==> src/rtl/rv_m_pkg.sv <==
// Shared RV32M definitions: divider state encoding and
// the M-extension funct3 codes used by multiplier, divider and decoder.
package rv_m_pkg;

    typedef enum logic [1:0] {
        IDLE = 2'd0,
        CALC = 2'd1,
        DONE = 2'd2
    } div_state_t;

    localparam logic [2:0] F3_DIV  = 3'b100;
    localparam logic [2:0] F3_DIVU = 3'b101;
    localparam logic [2:0] F3_REM  = 3'b110;
    localparam logic [2:0] F3_REMU = 3'b111;

endpackage

==> src/rtl/div_step.sv <==
// One restoring-division iteration: shift {rem,quo} left,
// trial-subtract the divisor, keep or restore.
module div_step #(
    parameter int XLEN = 32
) (
    input  logic [XLEN-1:0] rem_i,
    input  logic [XLEN-1:0] quo_i,
    input  logic [XLEN-1:0] dvs_i,
    output logic [XLEN-1:0] rem_o,
    output logic [XLEN-1:0] quo_o
);

    logic [XLEN:0] sh;
    logic [XLEN:0] diff;

    // Extra top bit makes the sign of the trial subtraction explicit.
    assign sh    = {rem_i, quo_i[XLEN-1]};
    assign diff  = sh - {1'b0, dvs_i};
    assign rem_o = diff[XLEN] ? sh[XLEN-1:0] : diff[XLEN-1:0];
    assign quo_o = {quo_i[XLEN-2:0], ~diff[XLEN]};

endmodule

==> src/rtl/md_div_unit.sv <==
// Iterative radix-2 divider for DIV/DIVU/REM/REMU in the EX stage.
// Stalls IF/ID/EX while a division is in flight.
module md_div_unit
    import rv_m_pkg::*;
#(
    parameter int XLEN = 32
) (
    input  logic            clk,
    input  logic            clr,
    input  logic            flush,
    input  logic            start,
    input  logic [2:0]      funct3,
    input  logic [XLEN-1:0] op_a,
    input  logic [XLEN-1:0] op_b,
    input  logic [4:0]      rd_in,
    output logic            busy,
    output logic            done,
    output logic [XLEN-1:0] result,
    output logic [4:0]      rd_out,
    output logic            stall
);

    localparam int CNT_W = $clog2(XLEN) + 1;
    localparam logic [XLEN-1:0] MIN_NEG = {1'b1, {(XLEN-1){1'b0}}};
    localparam logic [CNT_W-1:0] LAST = CNT_W'(XLEN - 1);

    div_state_t       state_q, state_d;
    logic [CNT_W-1:0] cnt_q, cnt_d;
    logic [XLEN-1:0]  quo_q, quo_d;
    logic [XLEN-1:0]  rem_q, rem_d;
    logic [XLEN-1:0]  dvs_q, dvs_d;
    logic             qsign_q, qsign_d;
    logic             rsign_q, rsign_d;
    logic             rsel_q, rsel_d;
    logic [XLEN-1:0]  res_q, res_d;
    logic [4:0]       rd_q, rd_d;

    logic            signed_op;
    logic            rem_op;
    logic            req;
    logic            sa, sb;
    logic [XLEN-1:0] mag_a, mag_b;
    logic            div0, ovf;
    logic [XLEN-1:0] step_rem, step_quo;

    always_comb begin
        signed_op = 1'b0;
        rem_op    = 1'b0;
        case (funct3)
            F3_DIV:  signed_op = 1'b1;
            F3_DIVU: signed_op = 1'b0;
            F3_REM:  begin signed_op = 1'b1; rem_op = 1'b1; end
            F3_REMU: rem_op = 1'b1;
            default: ;
        endcase
    end

    assign req   = start & funct3[2];
    assign sa    = signed_op & op_a[XLEN-1];
    assign sb    = signed_op & op_b[XLEN-1];
    assign mag_a = sa ? -op_a : op_a;
    assign mag_b = sb ? -op_b : op_b;
    assign div0  = (op_b == '0);
    assign ovf   = signed_op & (op_a == MIN_NEG) & (op_b == '1);

    div_step #(.XLEN(XLEN)) u_step (
        .rem_i (rem_q),
        .quo_i (quo_q),
        .dvs_i (dvs_q),
        .rem_o (step_rem),
        .quo_o (step_quo)
    );

    always_comb begin
        state_d = state_q;
        cnt_d   = cnt_q;
        quo_d   = quo_q;
        rem_d   = rem_q;
        dvs_d   = dvs_q;
        qsign_d = qsign_q;
        rsign_d = rsign_q;
        rsel_d  = rsel_q;
        res_d   = res_q;
        rd_d    = rd_q;
        if (flush) begin
            state_d = IDLE;
        end else begin
            unique case (state_q)
                IDLE: begin
                    if (req) begin
                        rd_d   = rd_in;
                        rsel_d = rem_op;
                        if (div0) begin
                            res_d   = rem_op ? op_a : '1;
                            state_d = DONE;
                        end else if (ovf) begin
                            res_d   = rem_op ? '0 : MIN_NEG;
                            state_d = DONE;
                        end else begin
                            quo_d   = mag_a;
                            dvs_d   = mag_b;
                            rem_d   = '0;
                            cnt_d   = '0;
                            qsign_d = sa ^ sb;
                            rsign_d = sa;
                            state_d = CALC;
                        end
                    end
                end
                CALC: begin
                    quo_d = step_quo;
                    rem_d = step_rem;
                    cnt_d = cnt_q + CNT_W'(1);
                    if (cnt_q == LAST) begin
                        if (rsel_q)
                            res_d = rsign_q ? -step_rem : step_rem;
                        else
                            res_d = qsign_q ? -step_quo : step_quo;
                        state_d = DONE;
                    end
                end
                DONE: state_d = IDLE;
                default: state_d = IDLE;
            endcase
        end
    end

    always_ff @(posedge clk or posedge clr) begin
        if (clr) begin
            state_q <= IDLE;
            cnt_q   <= '0;
            quo_q   <= '0;
            rem_q   <= '0;
            dvs_q   <= '0;
            qsign_q <= 1'b0;
            rsign_q <= 1'b0;
            rsel_q  <= 1'b0;
            res_q   <= '0;
            rd_q    <= '0;
        end else begin
            state_q <= state_d;
            cnt_q   <= cnt_d;
            quo_q   <= quo_d;
            rem_q   <= rem_d;
            dvs_q   <= dvs_d;
            qsign_q <= qsign_d;
            rsign_q <= rsign_d;
            rsel_q  <= rsel_d;
            res_q   <= res_d;
            rd_q    <= rd_d;
        end
    end

    assign busy   = (state_q != IDLE);
    assign done   = (state_q == DONE);
    assign stall  = ((state_q == IDLE) & req) | (state_q == CALC);
    assign result = res_q;
    assign rd_out = rd_q;

endmodule

==> config.mk <==
export PLATFORM = sky130hd
export DESIGN_NAME = md_div_unit
export DESIGN_NICKNAME = d
export VERILOG_FILES = /design/src/rtl/rv_m_pkg.sv /design/src/rtl/div_step.sv /design/src/rtl/md_div_unit.sv
export SDC_FILE = /design/constraint.sdc
export NUM_CORES = 1
export LEC_CHECK = 0
export CAP_MARGIN = 20
export CORE_ASPECT_RATIO = 1.4
export CORE_UTILIZATION = 52
export DETAILED_ROUTE_END_ITERATION = 7
export PLACE_DENSITY_LB_ADDON = 0.3
export SLEW_MARGIN = 0
export SYNTH_ARGS = -nofsm -noshare
export SYNTH_HDL_FRONTEND = slang
export SYNTH_HIERARCHICAL = 1
export SYNTH_SLANG_ARGS = --single-unit
==> constraint.sdc <==
create_clock -name clk -period 8.9 [get_ports clk]
set_input_delay 2.67 -clock clk [delete_from_list [all_inputs] [get_ports clk]]
set_output_delay 2.67 -clock clk [all_outputs]
set_load 0.05 [all_outputs]
==> results.md <==
* Outcome: finished, final reports clean
* Vias at 11000
* Synth top area cells: dfrtp_1, xnor2_1, o21ai_0, nand2_1, a21oi_1
* Pins Over Slew Limit at 0
* Most frequent cell after synthesis: nand2_1
* Via-to-Cell Ratio at 6.07
* Syn Inst Count at 1462
* Worst skew pair latency at 440 ps
* Power Density at 283 nW/um^2
* CP startpoint kind: input pin
* WL final at 33400 um
* DR iter-0 viols at 911
* Drt wl/cell at 18.5 um
* Syn Std Cell Area at 11800 um^2
* Initial antenna violation count at 0
* Die Width at 129 um
* WS Path Type: input pin to primary output
* TritonCTS clock tree: yes
* Flops & latches, synth at 144
* GP Congestion at 0.965
* Aggregate global routing overflow at 0
* I/O Buffers at 115
* Clock-pin slew on the worst setup and hold paths at 60 ps
* Post-CTS Setup Repair Bufs at 0
* Avg Synthesized Cell Area at 8.04 um^2
* Synth warn at 6
* Number of synthesized flops with an enable pin at 0
* Most frequent CP cell: clkdlybuf4s50_1
* CTS Buffer Depth at 2
* CP required at 6230 ps
* Number of global-route vias before repair at 10500
* CTS sink cnt at 144
* Core ar. at 22000 um^2
* Site row count at 64
* Die area at 23200 um^2
* Area delta synth->final at 14.3%
* CTS buffer count at 17
* Slowest cell on crit path: clkdlybuf4s50_1
* Share of the synthesized area in the top cell type at 0.307
* First-pass GRT wire length at 53400 um
* Initial Utilization at 0.534
* Worst Clk Skew at 8.23 ps
* Fin nets at 1608
* Final hold vios at 0
* Crit. End Element: primary output
* Setup ws final at 1910 ps
* Post-synth top cells: nand2_1, o21ai_0, dfrtp_1
* Cell Chain, Critical Path: clkdlybuf4s50_1 -> a21oi_1 -> nor2_1 -> clkdlybuf4s50_1
* Max Clk Rate at 143 MHz
* RSZ-0062 raised after global routing: false
* Hold-fix buffers, CTS at 0
* Syn_nets at 1577
* Worst-margin pin slew at 996 ps
* Crit Path Max Fanout at 9
* Root Buffer: clkbuf_16
* CTS resizes at 0
* Worst path max stage delay at 810 ps
* Critical path buffers and inverters at 2
* Post-route minimum period at 6990 ps
* Yosys cell types at 79
* Final setup vio count at 0
* Slew HR at 0.334
* Tot GR Track Use at 0.295
* CP Data Arrival Time at 4320 ps
* Seq/Total Area, Yosys at 0.307
* Fraction of layout cells with a size suffix above 1 at 0.0691
* Drt pass-1 iters at 6
* Ys flop type: dfrtp_1
* Antenna viol nets, final at 0
* CTS H-Tree Depth at 4
* Max-cap violation count at 0
* Die height at 180 um
* Largest net degree at the start of global routing at 134
* Worst hold path type: flip-flop to flip-flop
* Tcrit/Tclk final at 0.786
* # DRC at 0
* Setup tns final at 0 ps
* Top cell type by total area after synthesis: dfrtp_1
* Peak VDD IR at 166 uV
* Hpwl dp at 24900 um
* Final core occ at 0.610
* Top delay family on crit path: buffers and inverters
* Pre-CTS setup slack at 1910 ps
* Num ports at 116
* Asr flop ratio synth at 1.00
* Leakage at 5.48 nW
[cell families (layout without fill, tap and decap cells)]
family                   Yosys count  count (layout)  synth area share
other                              0               1                 0
XOR/XNOR                         141             141             0.105
buffers and inverters            166             210            0.0713
AND/OR/NAND/NOR                  489             489             0.203
adder cells (fa/ha/maj)           39              39            0.0422
multiplexers                      42              42            0.0449
flip-flops                       144             144             0.307
AO/OA/AOI/OAI                    441             441             0.227
[placed cells by master (no fill, tap or decap), drive strengths merged, types with 5 or more instances in the layout]
cell type	Yosys	final
a211oi	9	9
a21o	21	21
a21oi	101	101
a22oi	7	7
a31oi	33	33
and2	9	9
and3	7	7
buf	59	10
bufinv	0	5
clkbuf	54	24
clkdlybuf4s50	0	115
dfrtp	144	144
ha	38	38
inv	51	52
mux2	29	29
mux2i	13	13
nand2	193	193
nand2b	11	11
nand3	27	27
nand3b	6	6
nand4	19	19
nor2	101	101
nor2b	6	6
nor3	22	22
nor3b	10	10
nor4	19	19
o211ai	10	10
o21a	7	7
o21ai	173	173
o22ai	5	5
o31ai	31	31
o41ai	16	16
or2	14	14
or3	18	18
or4	20	20
xnor2	89	89
xor2	52	52
[layout make-up]
cell class,instances,area (um^2)
timing repair buffer,125,1250
clock buffer,24,512
multi-input combinational,1152,7320
fill,1947,8590
antenna,1,2.50
clock inverter,8,171
inverter,53,204
tap,297,372
sequential,144,3600
[per-stage QoR]
| step | hold slack [ps] | area (um^2) | instances | power, mW |
|---|---|---|---|---|
| after floorplan | 448 | 11800 | 1462 | 2.44 |
| after global placement | 461 | 12700 | 1769 | 2.88 |
| after detailed placement | 466 | 12700 | 1769 | 2.92 |
| after CTS | 480 | 13400 | 1801 | 3.75 |
| after global routing | 490 | 13400 | 1803 | 4.02 |
| final | 476 | 13400 | 1804 | 3.80 |
[routing by layer]
layer	routed length [um]	part of all wire	track usage
met3	1680	0.050	0.0438
met2	16400	0.49	0.499
met5	0	0	0
met1	13200	0.40	0.344
met4	2050	0.061	0.191
[sequential cells by signal (all words and copies together) (netlist names)]
| signal | cells |
|---|---|
| state_q | 2 |
| cnt_q | 6 |
| quo_q | 32 |
| rsel_q | 1 |
| rsign_q | 1 |
| rd_out | 5 |
| result | 32 |
| qsign_q | 1 |
| rem_q | 32 |
| dvs_q | 32 |
[power breakdown]
group          switching [mW]  internal (mW)  total, mW
combinational            1.25          0.818       2.07
sequential              0.132          0.765      0.897
clock                   0.288          0.543      0.831
total                    1.67           2.13       3.80
[tightest hold or removal path: stages, from the launching register on]
cell	delay, ps
dfrtp_1	340
nand2_1	50
o21ai_0	60
[final timing paths]
| kind | startpoint | to | slack (ps) | cells after the start |
|---|---|---|---|---|
| min in group asynchronous | clr | rem_q[2] | 2740 | 2 |
| min | dvs_q[26] | dvs_q[26] | 480 | 2 |
| max | funct3[2] | stall | 1910 | 4 |
| max reg2reg | quo_q[31] | result[28] | 2410 | 21 |
| max in group asynchronous | clr | quo_q[1] | 4830 | 3 |
| min reg2reg | dvs_q[26] | dvs_q[26] | 480 | 2 |
No activity file was read; power rests on OpenSTA's default activity.
